**config.mk**
```make
export PLATFORM = sky130hd
export DESIGN_NAME = fp_div_seq_flat
export DESIGN_NICKNAME = d
export VERILOG_FILES = /design/src/rtl/fp_pkg.sv /design/src/rtl/fp_div_seq_if.sv /design/src/rtl/fp_classify.sv /design/src/rtl/fp_div_seq.sv /design/src/flat_wrapper.sv
export SDC_FILE = /design/constraint.sdc
export NUM_CORES = 1
export LEC_CHECK = 0
export BUFFER_PORTS_ARGS = -buffer_cell sky130_fd_sc_hd__buf_2
export CAP_MARGIN = 0
export CELL_PAD_IN_SITES_DETAIL_PLACEMENT = 1
export CELL_PAD_IN_SITES_GLOBAL_PLACEMENT = 1
export CORE_ASPECT_RATIO = 1.4
export CORE_UTILIZATION = 45
export CTS_BUF_LIST = sky130_fd_sc_hd__clkbuf_8
export DETAILED_ROUTE_END_ITERATION = 6
export GPL_TIMING_DRIVEN = 1
export PLACE_DENSITY = 0.88
export SLEW_MARGIN = 10
export SYNTH_ARGS = -nofsm -noshare
export SYNTH_HDL_FRONTEND = slang
export SYNTH_HIERARCHICAL = 1
export SYNTH_SLANG_ARGS = --single-unit
```
**constraint.sdc**
```tcl
create_clock -name clk -period 6.5 [get_ports clk]
set_input_delay 0.975 -clock clk [delete_from_list [all_inputs] [get_ports clk]]
set_output_delay 0.975 -clock clk [all_outputs]
set_load 0.005 [all_outputs]
```
**src/rtl/fp_pkg.sv**
```systemverilog
// Shared floating-point definitions: default widths, bias helper, canonical
// single-precision constants, operand classes, exception flags, divider states.
package fp_pkg;

  localparam int unsigned DEF_EXP_W = 8;
  localparam int unsigned DEF_MAN_W = 23;

  localparam logic [31:0] SP_QNAN     = 32'h7FC0_0000;
  localparam logic [31:0] SP_POS_INF  = 32'h7F80_0000;
  localparam logic [31:0] SP_POS_ZERO = 32'h0000_0000;

  typedef enum logic [1:0] {
    CLS_ZERO,
    CLS_NORM,
    CLS_INF,
    CLS_NAN
  } fp_class_e;

  localparam int unsigned FLG_W  = 5;
  localparam int unsigned FLG_NX = 0;
  localparam int unsigned FLG_UF = 1;
  localparam int unsigned FLG_OF = 2;
  localparam int unsigned FLG_DZ = 3;
  localparam int unsigned FLG_NV = 4;

  typedef struct packed {
    logic invalid;
    logic div_by_zero;
    logic overflow;
    logic underflow;
    logic inexact;
  } fp_flags_t;

  typedef enum logic [2:0] {
    ST_IDLE,
    ST_SPEC,
    ST_DIV,
    ST_RND,
    ST_DONE
  } div_state_e;

  function automatic int unsigned fp_bias(input int unsigned exp_w);
    return (32'd1 << (exp_w - 32'd1)) - 32'd1;
  endfunction

endpackage

```
**src/rtl/fp_div_seq_if.sv**
```systemverilog
// Operand/result handshake bundle for fp_div_seq.
// out_flags exists only when FP_DIV_FLAGS_EN is defined.
interface fp_div_seq_if
  import fp_pkg::*;
#(
  parameter int unsigned W = 1 + DEF_EXP_W + DEF_MAN_W
);
  logic         in_valid;
  logic         in_ready;
  logic [W-1:0] in_a;
  logic [W-1:0] in_b;
  logic         out_valid;
  logic         out_ready;
  logic [W-1:0] out_q;
`ifdef FP_DIV_FLAGS_EN
  logic [FLG_W-1:0] out_flags;
`endif

  modport master (
    output in_valid, in_a, in_b, out_ready,
    input  in_ready, out_valid, out_q
`ifdef FP_DIV_FLAGS_EN
    , input out_flags
`endif
  );

  modport slave (
    input  in_valid, in_a, in_b, out_ready,
    output in_ready, out_valid, out_q
`ifdef FP_DIV_FLAGS_EN
    , output out_flags
`endif
  );
endinterface

```
**src/rtl/fp_classify.sv**
```systemverilog
// Combinational operand splitter/classifier; denormals are reported as zero.
module fp_classify
  import fp_pkg::*;
#(
  parameter int unsigned EXP_W = DEF_EXP_W,
  parameter int unsigned MAN_W = DEF_MAN_W
) (
  input  logic [EXP_W+MAN_W:0] word,
  output logic                 sign,
  output logic [EXP_W-1:0]     expo,
  output logic [MAN_W-1:0]     frac,
  output fp_class_e            cls
);
  assign sign = word[EXP_W+MAN_W];
  assign expo = word[EXP_W+MAN_W-1 -: EXP_W];
  assign frac = word[MAN_W-1:0];

  always_comb begin
    cls = CLS_NORM;
    if (expo == '1)      cls = (frac != '0) ? CLS_NAN : CLS_INF;
    else if (expo == '0) cls = CLS_ZERO;
  end
endmodule

```
**src/rtl/fp_div_seq.sv**
```systemverilog
// Iterative radix-2 restoring IEEE-754 divider, RNE rounding, one op in flight.
// Define FP_DIV_FLAGS_EN to build the exception flag output.
module fp_div_seq
  import fp_pkg::*;
#(
  parameter int unsigned EXP_W = DEF_EXP_W,
  parameter int unsigned MAN_W = DEF_MAN_W
) (
  input logic         clk,
  input logic         rst,
  fp_div_seq_if.slave bus
);
  localparam int unsigned W       = 1 + EXP_W + MAN_W;
  localparam int unsigned QW      = MAN_W + 4;
  localparam int unsigned RW      = MAN_W + 2;
  localparam int unsigned EW      = EXP_W + 2;
  localparam int unsigned CNT_W   = $clog2(MAN_W + 5);
  localparam int unsigned BIAS    = fp_bias(EXP_W);
  localparam int unsigned EXP_MAX = (32'd1 << EXP_W) - 32'd1;
  localparam logic [W-1:0] QNAN    = {1'b0, {EXP_W{1'b1}}, 1'b1, {(MAN_W-1){1'b0}}};
  localparam logic [W-2:0] MAG_INF = {{EXP_W{1'b1}}, {MAN_W{1'b0}}};

  div_state_e       state;
  logic [CNT_W-1:0] cnt;
  logic             sign_r;
  fp_class_e        cls_a_r, cls_b_r;
  logic [EW-1:0]    exp_r;
  logic [MAN_W:0]   mb_r;
  logic [RW-1:0]    rem_r;
  logic [QW-1:0]    quo_r;
  logic [W-1:0]     q_r;
  logic             valid_r, ready_r;

  logic             sa, sb;
  logic [EXP_W-1:0] ea, eb;
  logic [MAN_W-1:0] fa, fb;
  fp_class_e        ca, cb;

  fp_classify #(.EXP_W(EXP_W), .MAN_W(MAN_W)) u_cls_a (
    .word(bus.in_a), .sign(sa), .expo(ea), .frac(fa), .cls(ca)
  );
  fp_classify #(.EXP_W(EXP_W), .MAN_W(MAN_W)) u_cls_b (
    .word(bus.in_b), .sign(sb), .expo(eb), .frac(fb), .cls(cb)
  );

  logic accept, spec_fin;
  assign accept   = (state == ST_IDLE) && bus.in_valid;
  assign spec_fin = (state == ST_SPEC) && (cnt != '0);

  // One restoring step: trial subtract, keep on success, shift left
  logic          rem_ge;
  logic [RW-1:0] rem_sub, rem_nxt;
  always_comb begin
    rem_ge  = rem_r >= RW'(mb_r);
    rem_sub = rem_ge ? (rem_r - RW'(mb_r)) : rem_r;
    rem_nxt = {rem_sub[RW-2:0], 1'b0};
  end

  // Special-operand result, resolved from the registered classes
  logic          spec_nan;
  logic [W-1:0]  spec_q;
  always_comb begin
    spec_nan = (cls_a_r == CLS_NAN) || (cls_b_r == CLS_NAN) ||
               ((cls_a_r == cls_b_r) && ((cls_a_r == CLS_ZERO) || (cls_a_r == CLS_INF)));
    spec_q   = {sign_r, {(W-1){1'b0}}};
    if (spec_nan)                                        spec_q = QNAN;
    else if ((cls_a_r == CLS_INF) || (cls_b_r == CLS_ZERO)) spec_q = {sign_r, MAG_INF};
  end

  // Normalise, round to nearest even, then range-check the exponent
  logic [MAN_W-1:0] mant, frac_fin;
  logic             g, r, s, rup, rnd_of, rnd_uf;
  logic [MAN_W+1:0] mr;
  logic [EW-1:0]    e_norm, e_fin;
  logic [W-1:0]     rnd_q;
  always_comb begin
    mant   = quo_r[QW-3:2];
    g      = quo_r[1];
    r      = quo_r[0];
    s      = (rem_r != '0);
    e_norm = exp_r - EW'(1);
    if (quo_r[QW-1]) begin
      mant   = quo_r[QW-2:3];
      g      = quo_r[2];
      r      = quo_r[1];
      s      = quo_r[0] | (rem_r != '0);
      e_norm = exp_r;
    end
    rup      = g & (r | s | mant[0]);
    mr       = {2'b01, mant} + (MAN_W+2)'(rup);
    frac_fin = mr[MAN_W+1] ? mr[MAN_W:1] : mr[MAN_W-1:0];
    e_fin    = mr[MAN_W+1] ? (e_norm + EW'(1)) : e_norm;
    rnd_of   = !e_fin[EW-1] && (e_fin >= EW'(EXP_MAX));
    rnd_uf   = e_fin[EW-1] || (e_fin == '0);
    rnd_q    = {sign_r, e_fin[EXP_W-1:0], frac_fin};
    if (rnd_of)      rnd_q = {sign_r, MAG_INF};
    else if (rnd_uf) rnd_q = {sign_r, {(W-1){1'b0}}};
  end

  always_ff @(posedge clk) begin
    if (rst) begin
      state   <= ST_IDLE;
      cnt     <= '0;
      ready_r <= 1'b1;
      valid_r <= 1'b0;
      q_r     <= '0;
      sign_r  <= 1'b0;
      cls_a_r <= CLS_ZERO;
      cls_b_r <= CLS_ZERO;
      exp_r   <= '0;
      mb_r    <= '0;
      rem_r   <= '0;
      quo_r   <= '0;
    end else begin
      case (state)
        ST_IDLE: if (accept) begin
          ready_r <= 1'b0;
          cnt     <= '0;
          sign_r  <= sa ^ sb;
          cls_a_r <= ca;
          cls_b_r <= cb;
          exp_r   <= EW'(ea) - EW'(eb) + EW'(BIAS);
          mb_r    <= {1'b1, fb};
          rem_r   <= RW'({1'b1, fa});
          quo_r   <= '0;
          state   <= ((ca == CLS_NORM) && (cb == CLS_NORM)) ? ST_DIV : ST_SPEC;
        end
        // Specials take two cycles so their latency stays fixed and short
        ST_SPEC: begin
          if (cnt == '0) begin
            cnt <= CNT_W'(1);
          end else begin
            q_r     <= spec_q;
            valid_r <= 1'b1;
            state   <= ST_DONE;
          end
        end
        ST_DIV: begin
          rem_r <= rem_nxt;
          quo_r <= {quo_r[QW-2:0], rem_ge};
          if (cnt == CNT_W'(QW - 1)) state <= ST_RND;
          else                       cnt   <= cnt + CNT_W'(1);
        end
        ST_RND: begin
          q_r     <= rnd_q;
          valid_r <= 1'b1;
          state   <= ST_DONE;
        end
        ST_DONE: if (bus.out_ready) begin
          valid_r <= 1'b0;
          ready_r <= 1'b1;
          state   <= ST_IDLE;
        end
        default: state <= ST_IDLE;
      endcase
    end
  end

  assign bus.in_ready  = ready_r;
  assign bus.out_valid = valid_r;
  assign bus.out_q     = q_r;

`ifdef FP_DIV_FLAGS_EN
  fp_flags_t flags_r, spec_flags, rnd_flags;
  always_comb begin
    spec_flags             = '0;
    spec_flags.invalid     = spec_nan;
    spec_flags.div_by_zero = !spec_nan && (cls_a_r != CLS_INF) && (cls_b_r == CLS_ZERO);
    rnd_flags              = '0;
    rnd_flags.overflow     = rnd_of;
    rnd_flags.underflow    = rnd_uf;
    rnd_flags.inexact      = g | r | s | rnd_of | rnd_uf;
  end

  always_ff @(posedge clk) begin
    if (rst || accept)        flags_r <= '0;
    else if (spec_fin)        flags_r <= spec_flags;
    else if (state == ST_RND) flags_r <= rnd_flags;
  end

  assign bus.out_flags = flags_r;
`endif
endmodule

```
**src/flat_wrapper.sv**
```systemverilog
// flat-port wrapper written by rule: the top's interface ports become plain ports
module fp_div_seq_flat import fp_pkg::*;
#(
  parameter int unsigned EXP_W = DEF_EXP_W,
  parameter int unsigned MAN_W = DEF_MAN_W
)
  (clk, rst, bus_in_valid, bus_in_a, bus_in_b, bus_out_ready, bus_in_ready, bus_out_valid, bus_out_q);
  fp_div_seq_if #(.W(32)) bus_i ();
  input logic clk;
  input logic rst;
  input wire logic [$bits(bus_i.in_valid)-1:0] bus_in_valid;
  input wire logic [$bits(bus_i.in_a)-1:0] bus_in_a;
  input wire logic [$bits(bus_i.in_b)-1:0] bus_in_b;
  input wire logic [$bits(bus_i.out_ready)-1:0] bus_out_ready;
  output wire logic [$bits(bus_i.in_ready)-1:0] bus_in_ready;
  output wire logic [$bits(bus_i.out_valid)-1:0] bus_out_valid;
  output wire logic [$bits(bus_i.out_q)-1:0] bus_out_q;
  assign bus_i.in_valid = bus_in_valid;
  assign bus_i.in_a = bus_in_a;
  assign bus_i.in_b = bus_in_b;
  assign bus_i.out_ready = bus_out_ready;
  assign bus_in_ready = bus_i.in_ready;
  assign bus_out_valid = bus_i.out_valid;
  assign bus_out_q = bus_i.out_q;
  fp_div_seq #(.EXP_W(EXP_W), .MAN_W(MAN_W)) u_core (.clk(clk), .rst(rst), .bus(bus_i));
endmodule
```
Word level (Yosys, flattened, before mapping)
Cells that the tools add are included.
- flip-flop bits (word level): 133
- bits of input ports: 68
- output and inout port bits: 34
- word-level logic and storage cells: 117
- add/subtract/negate cells: 7
- magnitude comparators: 2
- equal/unequal tests: 19
- multiplexer cells: 40
- bitwise operators: 5
- reduce and logical (&&, ||, !) cells: 32
- operator list (kind ; number):
    $mux W31 ; 3
    $mux W32 ; 2
    $pmux W32 S2 ; 1
    $pmux W27 S2 ; 1
    $pmux W25 S2 ; 1
    $mux W23 ; 2
    $reduce_bool A23 Y1 ; 2
    $mux W27 ; 1
    $add A24 B1 Y25 ; 1
    $ge A25 B24 Y1 ; 1
    $mux W25 ; 1
    $reduce_bool A25 Y1 ; 1
    $mux W24 ; 1
    $sub A24 B24 Y24 ; 1
    $mux W10 ; 2
    $eq A8 B8 Y1 const B ; 2
    $logic_not A8 Y1 ; 2
    $mux W5 ; 3
    $pmux W3 S5 ; 1
    $pmux W5 S3 ; 1
    $mux W3 ; 4
    $mux W1 ; 11
    $add A10 B1 Y10 const B ; 1
    $add A10 B7 Y10 const B ; 1
    other kinds (31) ; 58

Logic depth before layout (Yosys ltp)
- word-level depth: 13
- gate-level depth with buffers: 19

Hierarchy
The synthesis kept the hierarchy.
- by module, submodules not included (module ; instances ; cells an instance ; area each (sq um)):
    fp_div_seq ; 1 ; 1148 ; 8797.2
    fp_classify ; 2 ; 46 ; 336.6

Least setup slack after synthesis
OpenSTA, ideal clock, no wires.
- kind: reg-to-reg
- start: reg u_core.quo_r[26]
- end: reg u_core.q_r[20] (netlist: u_core/bus.out_q[20])
- library setup time: 0.067 ns
- data arrival time: 5.292 ns
- path slack: 1.141 ns
- cell stages (with the launch flop): 20
- path buffers: 7
- clock period less this slack: 5.359 ns
- cell sequence: dfxtp_1 buf_4 buf_2 buf_1 clkbuf_1 clkbuf_1 nand2_1 a21boi_0 ha_1 nand2_1 or4b_4 or4_4 a2111oi_0 xnor2_1 and3_1 clkbuf_1 or4b_1 buf_6 o21bai_4 o21ai_2
- cells in the longest elaborated chain, start to end: 11
- elaborated cells between the ends (all ways): 20
- classes of those cells: 2 x add/sub; 1 x order compare; 10 x mux; 3 x bitwise; 4 x reduce/logical
- RTL lines (item ; line ; RTL):
    start, declared ; fp_div_seq.sv:30 ; logic [QW-1:0] quo_r;
    start signal, assigned ; fp_div_seq.sv:140 ; quo_r <= {quo_r[QW-2:0], rem_ge};
    parallel branches: the longest is 9 deep, another holds $add A24 B1 Y25 ; - ;
    $mux W31 * ; fp_div_seq.sv:96 ; if (rnd_of) rnd_q = {sign_r, MAG_INF};
    $pmux W32 S2 * ; fp_div_seq.sv:115 ; case (state)
    end signal, assigned ; fp_div_seq.sv:133 ; q_r <= spec_q;
    end signal, assigned ; fp_div_seq.sv:145 ; q_r <= rnd_q;
    end, declared ; fp_div_seq.sv:31 ; logic [W-1:0] q_r;
Mark *: on every way between the ends.
A chain may end at the register's enable or synchronous reset.

Worst setup path in the final report
- start: reg u_core.quo_r[26]
- end: reg u_core.q_r[21] (netlist: u_core/bus.out_q[21])
Same word-level chain as after synthesis.

==> impl_metrics.yaml <==
final_layout:
  stdcell_count: 1493
  final_cell_mix: "nand2_1, dfxtp_1, buf_2, nor2_1, a21oi_1"
  final_common_cell: "nand2_1"
  area_growth_pct: 5.25
  insertedDiodeCount: 0
  fillerInstances: 2577
  nNetsFinal: 1333
  drive_above_1_share_pct: 15.0
critical_path:
  crit_required_ns: 6.91
  crit_arrival_ns: 5.12
  cp_max_fo: 11
  crit_path_end_kind: "flop"
  crit_path_max_incr_delay_ns: 0.69
  path_cells: "nand2b_1 > a21boi_0 > ha_1 > nand2_1 > or4b_4 > or4_4 > a2111oi_0 > xnor2_1 > and3_1 > or4b_1 > a21oi_4 > a22o_1"
  criticalPathCategory: "flop to flop"
  cp_slowest_cell: "or4b_1"
  start_kind: "flop"
detailed_routing:
  drt-initial-drc-count: 410
  drc: 0
  wl_um: 28600
  antenna_left: 0
  drt_pass1_iterations: 4
  wl_per_cell_um: 19.2
  vias: 9051
  vias_per_cell: 6.06
clock_tree:
  clk_latency_ns: 0.48
  clk_pin_slew_worst_paths_ns: 0.08
  cts_num_sinks: 133
  cts_root_buffer: "clkbuf_8"
  post-cts-setup-buffers: 0
  cts_tree: "built"
  ctsResizeCount: 0
  h-tree-depth: 4
  holdBufCountCts: 0
  cts_inserted_buffers: 17
  cts_buffer_depth: 2
floorplanning:
  die_h_um: 174
  die-area_um2: 21600
  coreArea_um2: 20600
  dieWidth_um: 125
  start_util_pct: 46.1
  rows: 62
  io_pins: 102
power_and_ir_drop:
  ir_worst_vdd_mv: 0.199
  power_w: 0.00439
  power.density_nw_per_um2: 440
  leakage_nw: 3.76
  internal_power_w: 0.00225
  seq_power_share_pct: 26.4
  p_clk_share_pct: 16.4
  combinationalPowerShare_pct: 57.2
  swShare_pct: 48.8
  power.switching_w: 0.00214
status:
  status: "finished, final reports clean"
worst_hold_path:
  holdCritPathClass: "flop to flop"
timing:
  final.setup.tns_ns: 0
  final_hold_viol_count: 0
  setup_viol: 0
  fmax_ghz: 0.213
  rsz0062_at_grt: "no"
  tightest_slew_ns: 1.19
  maxSlewHeadroom_pct: 20.8
  finalMaxSlewViolations: 0
  skew_ns: 0.0167
  fin_crit_sh_pct: 72.3
  period_needed_ns: 4.70
yosys:
  synth_cells: 1240
  ys.flop_type: "dfxtp_1"
  synth.distinct_cells: 75
  synth_edf_count: 0
  synth_nets: 1349
  avgSynthCellArea_um2: 7.64
  ys_ff_latch: 133
  ys_seq_area_share_pct: 28.1
  syn_area_um2: 9470
  async_flop_share_pct: 0
  yosys_warnings: 6
placement:
  port_buffers: 101
  gp_congestion: 0.890
  hpwl_um: 20600
  dpl.cell_count: 1461
global_route:
  grt_antenna_before_repair: 0
  grt_pass1_wl_um: 47000
  grt-ovfl-total: 0
  grtUsageTotal_pct: 26.7
  grt_max_degree: 69
  first_global_vias: 9366
flow_run:
  maxCapViolations: 0
kinds of logic (layout without fill, tap and decap cells):
logic type,after synthesis,after routing,share of synthesized area [%]
adder cells (fa/ha/maj),41,41,5.58
AO/OA/AOI/OAI,318,318,23.7
buffers and inverters,199,196,10.7
multiplexers,28,28,3.09
XOR/XNOR,61,61,5.64
AND/OR/NAND/NOR,460,460,23.2
flip-flops,133,133,28.1
critical path: cells and delay by family, from the launching register on:
kind	cells	cell delay [ns]
AO/OA/AOI/OAI	4	1.23
XOR/XNOR	1	0.20
adder cells (fa/ha/maj)	1	0.22
flip-flops	1	0.40
AND/OR/NAND/NOR	6	2.58
per-stage QoR:
step	instance area (um^2)	worst slack, ns	util (%)	hold slack (ns)
3_5_place_dp	9570	1.92	46.5	0.449
4_1_cts	9970	1.82	48.5	0.461
2_1_floorplan	9470	1.14	-	0.436
6_report	9970	1.80	48.5	0.458
3_3_place_gp	9570	2.03	46.5	0.435
5_1_grt	9970	1.54	48.5	0.477
power groups by stage:
stage	registers, W	clock network (W)	logic (W)
after global routing	0.00118	0.000777	0.00274
after detailed placement	0.00117	0	0.00243
after CTS	0.00115	0.000740	0.00249
after floorplan	0.00107	0	0.00194
after global placement	0.00116	0	0.00235
final	0.00116	0.000720	0.00251
synthesized netlist by cell type (5+ instances only):
master	number	area share [%]
a21oi_1	81	4.3
nand2_1	184	7.3
a21boi_0	7	0.55
a211oi_1	14	1.1
ha_1	39	5.2
a311oi_1	9	0.83
nor2_1	95	3.8
a22oi_1	37	2.9
o31a_1	5	0.46
nand2b_1	9	0.59
and2_1	9	0.59
a31oi_1	29	1.9
buf_4	65	5.2
o21ai_2	6	0.55
a21o_1	10	0.79
nor3_1	26	1.4
nor4_1	23	1.5
nand4_1	17	1.1
nor2b_1	14	0.92
inv_1	55	2.2
o21ai_0	29	1.5
a211o_1	6	0.55
mux2i_1	18	1.9
xnor2_1	39	3.6
nand3_1	35	1.8
xor2_1	22	2.0
o21a_1	5	0.40
buf_1	8	0.32
dfxtp_1	133	28
o31ai_1	9	0.71
nor3b_1	6	0.48
o211ai_1	5	0.40
o311a_1	9	0.95
or4_1	5	0.40
a31o_2	12	1.1
mux2_2	9	1.1
clkbuf_1	64	2.5
and3_1	8	0.53
a22o_1	9	0.83
state kept, by name (all words and copies together) (netlist names):
register              flops
u_core/bus.in_ready       1
u_core/bus.out_q         32
u_core/bus.out_valid      1
u_core/cls_a_r            2
u_core/cls_b_r            2
u_core/cnt                5
u_core/exp_r             10
u_core/mb_r              24
u_core/quo_r             27
u_core/rem_r             25
u_core/sign_r             1
u_core/state              3
path summary, 6_finish.rpt:
| check | from | to | slack, ns | depth (start not counted) |
|---|---|---|---|---|
| worst max-delay path | u_core/quo_r[26] | u_core/bus.out_q[21] | 1.80 | 12 |
| worst min-delay path | u_core/mb_r[15] | u_core/mb_r[15] | 0.46 | 2 |
| worst max register to register | u_core/quo_r[26] | u_core/bus.out_q[21] | 1.80 | 12 |
| worst min register to register | u_core/mb_r[15] | u_core/mb_r[15] | 0.46 | 2 |
area by class of cell:
class | instances | area [um^2] | share of cell area (%)
Clock buffer | 18 | 248 | 2.49
Clock inverter | 14 | 151 | 1.52
Inverter | 55 | 206 | 2.07
Multi-Input combinational cell | 908 | 5810 | 58.3
Sequential cell | 133 | 2660 | 26.7
Tap cell | 256 | 320 | 3.21
Timing Repair Buffer | 109 | 568 | 5.70
per-layer routing:
| layer | global-route usage (%) | vias up | routed length [um] | part of all wire (%) |
|---|---|---|---|---|
| li1 | - | 4354 | - | - |
| met5 | 0 | - | 0 | 0 |
| met4 | 13.4 | 0 | 1220 | 4.3 |
| met1 | 28.7 | 4405 | 11500 | 40 |
| met3 | 4.60 | 79 | 940 | 3.3 |
| met2 | 49.5 | 213 | 15000 | 52 |
Note: power is estimated with default switching activity, not from simulation.
